File: src/rtl/rs422_frame_pkg.sv
// Shared constants for the main RS422 frame link: header bytes, frame FSM encoding
// and the baud divider helper. The transmitter and the frame receiver both import this.
package rs422_frame_pkg;

    localparam logic [7:0] FRAME_HEAD1 = 8'hAA;
    localparam logic [7:0] FRAME_HEAD2 = 8'h55;
    localparam logic [7:0] FRAME_HEAD3 = 8'hEB;
    localparam logic [7:0] FRAME_HEAD4 = 8'h90;
    localparam logic [7:0] FRAME_HEAD5 = 8'h1D;
    localparam logic [7:0] FRAME_HEAD6 = 8'h1B;
    localparam int unsigned FRAME_HEAD_LEN = 6;

    localparam logic [2:0] ST_IDLE  = 3'd0;
    localparam logic [2:0] ST_LEAD  = 3'd1;
    localparam logic [2:0] ST_BYTE  = 3'd2;
    localparam logic [2:0] ST_TRAIL = 3'd3;
    localparam logic [2:0] ST_DONE  = 3'd4;

    function automatic int unsigned bit_clks(input int unsigned clk_freq, input int unsigned baud);
        return clk_freq / baud;
    endfunction

    function automatic logic [7:0] frame_head(input logic [2:0] i);
        case (i)
            3'd0:    return FRAME_HEAD1;
            3'd1:    return FRAME_HEAD2;
            3'd2:    return FRAME_HEAD3;
            3'd3:    return FRAME_HEAD4;
            3'd4:    return FRAME_HEAD5;
            default: return FRAME_HEAD6;
        endcase
    endfunction

endpackage

File: src/rtl/rs422_frame_tx_if.sv
// Host-side request/status bundle of the frame transmitter.
interface rs422_frame_tx_if #(
    parameter int unsigned PAYLOAD_LEN = 8
) ();
    logic                     tx_start;
    logic [PAYLOAD_LEN*8-1:0] payload;
    logic                     tx_busy;
    logic                     tx_done;

    modport master (output tx_start, output payload, input tx_busy, input tx_done);
    modport slave  (input tx_start, input payload, output tx_busy, output tx_done);
endinterface

File: src/rtl/uart_byte_tx.sv
// 8N1 byte serialiser. done is high in the last cycle of the stop bit so a load in that
// same cycle starts the next start bit with no idle gap.
module uart_byte_tx #(
    parameter int unsigned BIT_CLKS = 434
) (
    input  logic       clkin,
    input  logic       rst,
    input  logic       load,
    input  logic [7:0] data,
    output logic       txd,
    output logic       busy,
    output logic       done
);
    localparam int unsigned CW = ($clog2(BIT_CLKS) > 0) ? $clog2(BIT_CLKS) : 1;

    logic [CW-1:0] baud_cnt;
    logic [3:0]    bit_cnt;
    logic [8:0]    shreg;
    logic          bit_end;

    assign bit_end = (baud_cnt == CW'(BIT_CLKS - 1));
    assign done    = busy && bit_end && (bit_cnt == 4'd9);

    always_ff @(posedge clkin) begin
        if (rst) begin
            txd      <= 1'b1;
            busy     <= 1'b0;
            baud_cnt <= '0;
            bit_cnt  <= '0;
        end else if (load) begin
            txd      <= 1'b0;
            busy     <= 1'b1;
            baud_cnt <= '0;
            bit_cnt  <= '0;
        end else if (busy) begin
            if (bit_end) begin
                baud_cnt <= '0;
                if (bit_cnt == 4'd9) begin
                    busy    <= 1'b0;
                    txd     <= 1'b1;
                    bit_cnt <= '0;
                end else begin
                    bit_cnt <= bit_cnt + 4'd1;
                    txd     <= shreg[0];
                end
            end else begin
                baud_cnt <= baud_cnt + 1'b1;
            end
        end
    end

    // Stop bit rides in shreg[8]; ones shift in behind it.
    always_ff @(posedge clkin) begin
        if (load)
            shreg <= {1'b1, data};
        else if (busy && bit_end && bit_cnt != 4'd9)
            shreg <= {1'b1, shreg[8:1]};
    end

endmodule

File: src/rtl/rs422_frame_tx.sv
// Framed RS422 transmitter: header, latched payload and 16-bit additive checksum sent as
// back-to-back 8N1 bytes, with the driver enable wrapped around the frame by guard times.
module rs422_frame_tx
    import rs422_frame_pkg::*;
#(
    parameter int unsigned CLK_FREQ    = 50_000_000,
    parameter int unsigned BAUD        = 115200,
    parameter int unsigned PAYLOAD_LEN = 8,
    parameter int unsigned DE_GUARD    = 16
) (
    input  logic             clkin,
    input  logic             rst,
    rs422_frame_tx_if.slave  host,
    output logic             rs422_di_main,
    output logic             rs422_de_main,
    output logic             rs422_re_n_main
);
    localparam int unsigned FRAME_BYTES = PAYLOAD_LEN + 8;
    localparam int unsigned DATA_END    = FRAME_HEAD_LEN + PAYLOAD_LEN;
    localparam int unsigned GW          = $clog2(DE_GUARD + 1);

    logic [2:0]               state;
    logic [GW-1:0]            gcnt;
    logic [5:0]               idx;
    logic [15:0]              chk;
    logic [PAYLOAD_LEN*8-1:0] shadow;
    logic [7:0]               cur_byte;
    logic                     load;
    logic                     guard_end;
    logic                     u_busy;
    logic                     u_done;

    assign guard_end = (gcnt == GW'(DE_GUARD - 1));

    // Payload bytes come from the top of the shadow, which shifts up as each one loads.
    always_comb begin
        cur_byte = chk[7:0];
        if (idx < 6'(FRAME_HEAD_LEN))
            cur_byte = frame_head(idx[2:0]);
        else if (idx < 6'(DATA_END))
            cur_byte = shadow[PAYLOAD_LEN*8-1 -: 8];
        else if (idx == 6'(DATA_END))
            cur_byte = chk[15:8];
    end

    assign load = (state == ST_LEAD && guard_end) ||
                  (state == ST_BYTE && u_done && idx != 6'(FRAME_BYTES));

    always_ff @(posedge clkin) begin
        if (rst) begin
            state <= ST_IDLE;
            gcnt  <= '0;
            idx   <= '0;
            chk   <= '0;
        end else begin
            case (state)
                ST_IDLE: if (host.tx_start) begin
                    state <= ST_LEAD;
                    gcnt  <= '0;
                    idx   <= '0;
                    chk   <= '0;
                end
                ST_LEAD: if (guard_end) begin
                    state <= ST_BYTE;
                    gcnt  <= '0;
                end else begin
                    gcnt <= gcnt + 1'b1;
                end
                ST_BYTE:  if (u_done && idx == 6'(FRAME_BYTES)) state <= ST_TRAIL;
                ST_TRAIL: if (guard_end) state <= ST_DONE; else gcnt <= gcnt + 1'b1;
                ST_DONE:  state <= ST_IDLE;
                default:  state <= ST_IDLE;
            endcase
            if (load) begin
                idx <= idx + 6'd1;
                if (idx < 6'(DATA_END))
                    chk <= chk + 16'(cur_byte);
            end
        end
    end

    always_ff @(posedge clkin) begin
        if (state == ST_IDLE && host.tx_start)
            shadow <= host.payload;
        else if (load && idx >= 6'(FRAME_HEAD_LEN) && idx < 6'(DATA_END))
            shadow <= shadow << 8;
    end

    uart_byte_tx #(.BIT_CLKS(bit_clks(CLK_FREQ, BAUD))) u_uart (
        .clkin (clkin),
        .rst   (rst),
        .load  (load),
        .data  (cur_byte),
        .txd   (rs422_di_main),
        .busy  (u_busy),
        .done  (u_done)
    );

    assign host.tx_busy    = (state != ST_IDLE);
    assign host.tx_done    = (state == ST_DONE);
    assign rs422_de_main   = (state == ST_LEAD) || (state == ST_BYTE) || (state == ST_TRAIL) || u_busy;
    assign rs422_re_n_main = 1'b0;

endmodule

File: src/flat_wrapper.sv
// flat-port wrapper written by rule: the top's interface ports become plain ports
module rs422_frame_tx_flat import rs422_frame_pkg::*;
#(
    parameter int unsigned CLK_FREQ    = 50_000_000,
    parameter int unsigned BAUD        = 115200,
    parameter int unsigned PAYLOAD_LEN = 8,
    parameter int unsigned DE_GUARD    = 16
)
  (clkin, rst, rs422_di_main, rs422_de_main, rs422_re_n_main, host_tx_start, host_payload, host_tx_busy, host_tx_done);
  rs422_frame_tx_if #(.PAYLOAD_LEN(PAYLOAD_LEN)) host_i ();
  input  logic clkin;
  input  logic rst;
  output logic rs422_di_main;
  output logic rs422_de_main;
  output logic rs422_re_n_main;
  input wire logic [$bits(host_i.tx_start)-1:0] host_tx_start;
  input wire logic [$bits(host_i.payload)-1:0] host_payload;
  output wire logic [$bits(host_i.tx_busy)-1:0] host_tx_busy;
  output wire logic [$bits(host_i.tx_done)-1:0] host_tx_done;
  assign host_i.tx_start = host_tx_start;
  assign host_i.payload = host_payload;
  assign host_tx_busy = host_i.tx_busy;
  assign host_tx_done = host_i.tx_done;
  rs422_frame_tx #(.CLK_FREQ(CLK_FREQ), .BAUD(BAUD), .PAYLOAD_LEN(PAYLOAD_LEN), .DE_GUARD(DE_GUARD)) u_core (.clkin(clkin), .rst(rst), .host(host_i), .rs422_di_main(rs422_di_main), .rs422_de_main(rs422_de_main), .rs422_re_n_main(rs422_re_n_main));
endmodule
File: config.mk
export PLATFORM = sky130hd
export DESIGN_NAME = rs422_frame_tx_flat
export DESIGN_NICKNAME = d
export VERILOG_FILES = /design/src/rtl/rs422_frame_pkg.sv /design/src/rtl/rs422_frame_tx_if.sv /design/src/rtl/uart_byte_tx.sv /design/src/rtl/rs422_frame_tx.sv /design/src/flat_wrapper.sv
export SDC_FILE = /design/constraint.sdc
export NUM_CORES = 1
export LEC_CHECK = 0
export BUFFER_PORTS_ARGS = -buffer_cell sky130_fd_sc_hd__buf_2
export CAP_MARGIN = 15
export CORE_MARGIN = 1
export CORE_UTILIZATION = 45
export CTS_CLUSTER_SIZE = 28
export DETAILED_ROUTE_END_ITERATION = 7
export GPL_TIMING_DRIVEN = 0
export PLACE_DENSITY = 0.67
export REMOVE_ABC_BUFFERS = 1
export SLEW_MARGIN = 20
export SYNTH_ARGS = -nofsm -noshare
export SYNTH_HDL_FRONTEND = slang
export SYNTH_HIERARCHICAL = 1
export SYNTH_SLANG_ARGS = --single-unit
export TNS_END_PERCENT = 20
File: constraint.sdc
create_clock -name clkin -period 6.9 [get_ports clkin]
set_clock_uncertainty 0.15 [all_clocks]
set_input_delay 0 -clock clkin [delete_from_list [all_inputs] [get_ports clkin]]
set_output_delay 0 -clock clkin [all_outputs]
set_load 0.01 [all_outputs]
=== After elaboration in Yosys (flattened, before gate mapping) ===
Index checks and enable logic that the tools add are counted.

* Memories kept: 0
* Register bits after elaboration: 117
* Word-level logic and storage cells: 102
* RAM bits: 0
* ROM bits: 0
* Latch bits: 0
* Input port bits: 67
* Output and inout bits: 5

* Mux-type cells: 34
* Bitwise logic cells: 0
* Div/mod/pow operators: 0
* Order comparisons: 3
* Multipliers: 0
* Equal/unequal tests: 20
* Shift-type cells: 0
* $add $sub $neg: 5
* Reductions and logical operators: 30

{| class="wikitable"
|+ Operators with widths
! cell !! number
|-
| two-way mux 64 bit || 2
|-
| two-way mux 16 bit || 4
|-
| two-way mux 8 bit || 5
|-
| case mux 8 bit (5 select lines) || 1
|-
| two-way mux 6 bit || 3
|-
| adder 16 x 8 -> 16 bit || 1
|-
| two-way mux 5 bit || 3
|-
| case mux 5 bit (3 select lines) || 1
|-
| equality test 3 x 2 -> 1 bit (second input constant) || 4
|-
| two-way mux 3 bit || 4
|-
| case mux 3 bit (4 select lines) || 1
|-
| nonzero test 2 bit || 6
|-
| logical AND 1 bit || 10
|-
| adder 9 x 1 -> 9 bit (second input constant) || 1
|-
| equality test 9 bit (second input constant) || 1
|-
| two-way mux 9 bit || 1
|-
| two-way mux 1 bit || 8
|-
| adder 6 x 1 -> 6 bit (second input constant) || 1
|-
| equality test 3 x 1 -> 1 bit (second input constant) || 2
|-
| equality test 3 bit (second input constant) || 2
|-
| equality test 6 x 4 -> 1 bit (second input constant) || 1
|-
| equality test 6 x 5 -> 1 bit (second input constant) || 1
|-
| >= comparator 6 x 3 -> 1 bit (second input constant) || 1
|-
| zero test 3 bit || 2
|-
| 17 further kinds || 26
|}

=== Logic depth before layout (Yosys ltp) ===
* Depth after elaboration: 10
* Gate-level depth with buffers: 13
* Depth with buffers taken out: 13

=== Hierarchy ===
The synthesis kept the hierarchy.

{| class="wikitable"
|+ By module, submodules not included
! module !! seq. area each (um2) !! area an instance (um2) !! instances !! cells each
|-
| rs422_frame_tx || 2522.4 || 5001.0 || 1 || 544
|-
| uart_byte_tx || 540.5 || 1062.3 || 1 || 96
|}

=== Worst setup path before layout ===
OpenSTA, ideal clock, no wires.

* Path type: reg2reg
* Start point: register u_core.u_uart.baud_cnt[0]
* End point: register u_core.shadow[0] (enable)
* Setup time: 494 ps
* Period minus slack after synthesis: 5347 ps
* Required time: 6256 ps
* Setup slack: 1553 ps
* Cell stages (with the launch flop): 10
* Arrival time: 4703 ps
* Buffers on the path: 2
* Path through: dfxtp_1 > ha_1 > and4b_4 > nand3_2 > nor2_1 > nand3b_1 > a211o_1 > buf_6 > buf_2 > o21ai_1

* Longest elaborated chain between the ends: 9

{| class="wikitable"
|+ Ends and longest elaborated chain
! what !! line !! source
|-
| from (decl) || uart_byte_tx.sv:16 || <nowiki>logic [CW-1:0] baud_cnt;</nowiki>
|-
| from (signal assigned) || uart_byte_tx.sv:47 || <nowiki>baud_cnt <= baud_cnt + 1'b1;</nowiki>
|-
| equality test 9 bit || uart_byte_tx.sv:21 || <nowiki>assign bit_end = (baud_cnt == CW'(BIT_CLKS - 1));</nowiki>
|-
| logical AND 1 bit (2 in series) || uart_byte_tx.sv:22 || <nowiki>assign done = busy && bit_end && (bit_cnt == 4'd9);</nowiki>
|-
| named net u_core.u_done || rs422_frame_tx.sv:31 || <nowiki>logic u_done;</nowiki>
|-
| logical AND 1 bit (2 in series) || rs422_frame_tx.sv:47 || <nowiki>(state == ST_BYTE && u_done && idx != 6'(FRAME_BYTES));</nowiki>
|-
| logical OR 1 bit || rs422_frame_tx.sv:46 || <nowiki>assign load = (state == ST_LEAD && guard_end) ||</nowiki>
|-
| logical AND 1 bit (2 in series) || rs422_frame_tx.sv:85 || <nowiki>else if (load && idx >= 6'(FRAME_HEAD_LEN) && idx < 6'(DATA_END))</nowiki>
|-
| nonzero test 2 bit (no line) || n/a ||
|-
| to (signal assigned) || rs422_frame_tx.sv:84 || <nowiki>shadow <= host.payload;</nowiki>
|-
| to (signal assigned) || rs422_frame_tx.sv:86 || <nowiki>shadow <= shadow << 8;</nowiki>
|-
| to (decl) || rs422_frame_tx.sv:26 || <nowiki>logic [PAYLOAD_LEN*8-1:0] shadow;</nowiki>
|}

The timed path passes the listed nets, and every way through them passes these cells.
A chain may end at the register's enable or synchronous reset.

=== Worst setup path after layout ===
* Start point: register u_core.idx[2]
* End point: register u_core.chk[10]

* Longest elaborated chain between the ends: 7
* Elaborated cells on any way between the ends: 18
* Those cells by class: 1 x add/sub; 2 x order compare; 6 x eq/ne; 6 x mux; 3 x reduce/logical

{| class="wikitable"
|+ Ends and longest elaborated chain
! what !! line !! source
|-
| from (decl) || rs422_frame_tx.sv:24 || <nowiki>logic [5:0] idx;</nowiki>
|-
| from (signal assigned) || rs422_frame_tx.sv:75 || <nowiki>idx <= idx + 6'd1;</nowiki>
|-
| parallel branches: the longest is 3 deep, another holds less-than comparator 6 x 4 -> 1 bit || n/a ||
|-
| two-way mux 8 bit (*) || rs422_frame_tx.sv:38 || <nowiki>if (idx < 6'(FRAME_HEAD_LEN))</nowiki>
|-
| named net u_core.cur_byte[0] || rs422_frame_tx.sv:27 || <nowiki>logic [7:0] cur_byte;</nowiki>
|-
| adder 16 x 8 -> 16 bit (*) || rs422_frame_tx.sv:77 || <nowiki>chk <= chk + 16'(cur_byte);</nowiki>
|-
| two-way mux 16 bit (*) || rs422_frame_tx.sv:76 || <nowiki>if (idx < 6'(DATA_END))</nowiki>
|-
| two-way mux 16 bit (*) || rs422_frame_tx.sv:74 || <nowiki>if (load) begin</nowiki>
|-
| to (signal assigned) || rs422_frame_tx.sv:77 ||
|-
| to (decl) || rs422_frame_tx.sv:25 || <nowiki>logic [15:0] chk;</nowiki>
|}

Mark *: on every way through the listed nets, which the timed path passes.

==> flow_summary.yaml <==
die:
  die_w_um: 118.1
  dieArea_mm2: 0.01394
  placeableCoreArea_mm2: 0.01319
  start_util: 0.4597
  die_h_um: 118.1
  io_pins: 72
  rows: 42
synth:
  synth_seq_cells: 117
  synth_top_area_frac: 0.3566
  synth_commonest_cells: "nand2_1, edfxtp_1, dfxtp_1, nor2_1, a21oi_1"
  synth.area.top_cells: "edfxtp_1, dfxtp_1, nand2_1"
  yosysTopAreaCell: "edfxtp_1"
  avgSynthCellArea_um2: 9.474
  synthDistinctLibCells: 72
  synth_edf_count: 72
  synthArstFlopShare: 0
  synth_top_flop_cell: "edfxtp_1"
  synthCells: 640
  syn-cell-area_mm2: 0.006063
  yosysSeqAreaShare: 0.5052
  yosys.cell_count.top_type: "nand2_1"
  ys_warn_count: 6
clocking:
  cts_buffers: 17
  htree_levels: 4
  clkSinkCount: 117
  cts-root-buf: "clkbuf_16"
  clk_pin_slew_ns: 0.06
  clock_path_buffers: 2
  cts-resized-gates: 0
  cts_tree: "yes"
  clk_latency_ns: 0.41
worst_setup_path:
  crit_start: "u_core/idx[2]"
  cp_slowest_cell: "dfxtp_1"
  path_delay_family: "compound AO/OA/AOI/OAI gates"
  critPathRequiredTime_ns: 7.05
  slowest_delay_ns: 0.75
  cp.arrival_ns: 4.58
  crit_buf_inv: 0
  timing.rr.end: "u_core/chk[10]"
  rrSetupSlack_ns: 2.48
  start_kind: "flop"
  path_class: "reg2reg"
  r2r_start: "u_core/idx[2]"
  path_cells: "nand4_1 -> mux2i_1 -> a211o_1 -> o21ai_0 -> ha_1 -> fa_1 -> a21o_1 -> a221oi_2 -> a211oi_2 -> nand3_1 -> mux2_4"
  crit_path_end_kind: "flop"
  worst-r2r-cell-count: 11
  cp_max_fo: 20
layout:
  area_delta_synth_final_pct: 29.96
  n_fill_cell: 1067
  antennaDiodeCount: 0
  final_util: 0.5974
  regArea_mm2: 0.003063
  multi_input_area_mm2: 0.002830
  nets: 854
  drive_gt1_frac: 0.1741
route:
  post-route-drc-count: 0
  via_per_inst: 5.255
  first_pass_iters: 5
  vias: 5029
  wire_per_inst_um: 14.83
  drtIter0Drc: 378
  drt-total-wl_mm: 14.19
  detail-route-antenna-nets: 0
placement:
  io_buffers: 70
  dp_hpwl_mm: 8.609
  dpl_worst_slack_ns: 2.493
  place_congestion: 0.8093
grt:
  grt_max_degree: 43
  overflow: 0
  first_global_vias: 5033
  antenna_found_initial: 0
  grt_use_total: 0.2146
  grt_first_pass_wirelength_mm: 23.74
timing:
  rsz0062_at_grt: "no"
  min_period_ns: 4.421
  fmax_ghz: 0.2262
  setup_viol: 0
  fin_ws_ns: 2.479
  hold_viol_final: 0
  timing.hold.ws_ns: 0.2365
  report.final.slew_viol_count: 0
  finalSetupTns_ns: 0
  fin_crit_sh: 0.6408
  tightest_slew_ns: 0.8805
  slew_headroom: 0.4108
hold_path:
  min_to: "u_core/shadow[18]"
  hold_start: "host_payload[18]"
  hold-path-cell-count: 4
  hold_path_class: "in2reg"
pwr:
  p_leak_nw: 3.225
  power_mw: 1.831
  peakVddDrop_mv: 0.1750
  p_per_area_mw_per_mm2: 232.4
status:
  status: "completed"
job:
  drv_cap: 0
==> routing by layer <==
| metal | share of wire | up-vias | track usage |
|---|---|---|---|
| met4 | 0.018 | 0 | 0.08413 |
| met3 | 0.054 | 18 | 0.05766 |
| li1 | - | 2494 | - |
| met5 | 0 | - | 0 |
| met2 | 0.50 | 155 | 0.3596 |
| met1 | 0.43 | 2362 | 0.2618 |
==> worst min-delay path, delay by kind of cell <==
family / cells / cell delay (ns)
buf+inv: 2 / 0.62
simple gates: 2 / 0.09
==> timing repair <==
| item | 4_1_cts | 5_1_grt |
|---|---|---|
| hold endpoints to repair | 71 | 0 |
| hold buffers | 66 | 0 |
| setup buffers | 0 | 0 |
==> through the flow <==
step           cells  area (µm²)
2_1_floorplan    605        5898
3_3_place_gp     851        6469
3_5_place_dp     860        6625
4_1_cts          957        7880
5_1_grt          957        7880
6_report         957        7880
==> power breakdown <==
| group | internal (mW) | total [mW] | switching (mW) |
|---|---|---|---|
| logic | 0.0700 | 0.144 | 0.0738 |
| clock network | 0.595 | 0.897 | 0.302 |
| registers | 0.781 | 0.790 | 0.00934 |
| total | 1.45 | 1.83 | 0.385 |
==> kinds of logic after synthesis <==
kind of cell	after synthesis	share of synthesized area
compound gates	88	0.1077
xor+xnor	18	0.02600
fa+ha+maj	18	0.03838
buf+inv	44	0.03281
flops	117	0.5052
mux	24	0.04210
other cells	1	0.0006185
simple gates	330	0.2472
==> cell type report <==
type | count | share of cell area
clock buffers | 19 | 0.05494
repair buffers | 145 | 0.1445
clock inverters | 12 | 0.02048
multi-input cells | 479 | 0.3592
inverters | 9 | 0.004287
flip-flops and latches | 117 | 0.3887
well taps | 176 | 0.02795
==> worst max-delay path by stage <==
stage / cells after the start / slack (ns) / endpoint
floorplan: 7 / 1.60 / u_core/shadow[0]
global placement: 3 / -0.71 / u_core/shadow[7]
detailed placement: 11 / 2.49 / u_core/chk[10]
CTS: 11 / 2.49 / u_core/chk[10]
global route: 11 / 2.24 / u_core/chk[10]
finish: 11 / 2.48 / u_core/chk[10]
==> registers in the layout, summed over array words and instances, names as in the netlist <==
signal / flops
u_core/shadow: 64
u_core/u_uart/busy: 1
u_core/state: 3
u_core/gcnt: 5
u_core/u_uart/baud_cnt: 9
u_core/idx: 6
u_core/u_uart/shreg: 8
u_core/chk: 16
u_core/u_uart/bit_cnt: 4
u_core/u_uart/txd: 1
==> cell usage in the layout, fill, tap and decap left out, types with 3 or more instances in the layout <==
master         instances
mux2_2                 8
dlygate4sd3_1         66
clkinv_1               4
inv_1                  8
nand4_1                7
clkinv_2               3
a31oi_1                3
buf_2                 70
a211o_1                8
buf_4                  4
o21ai_0                7
nand2_1              198
and2_1                11
xor2_1                11
o31ai_1                5
clkbuf_16             17
dfxtp_1               45
nand2b_1               3
ha_1                  17
o211ai_1               3
xnor2_1                7
nor2_1                45
a211oi_1               3
a21oi_1               26
nand3_1               20
edfxtp_1              72
and3_1                 4
a21o_1                 5
nor3_1                 8
bufinv_16              4
nand3b_1               8
mux2i_1               15
or3_1                  5
Note: power is estimated with default switching activity, not from simulation.
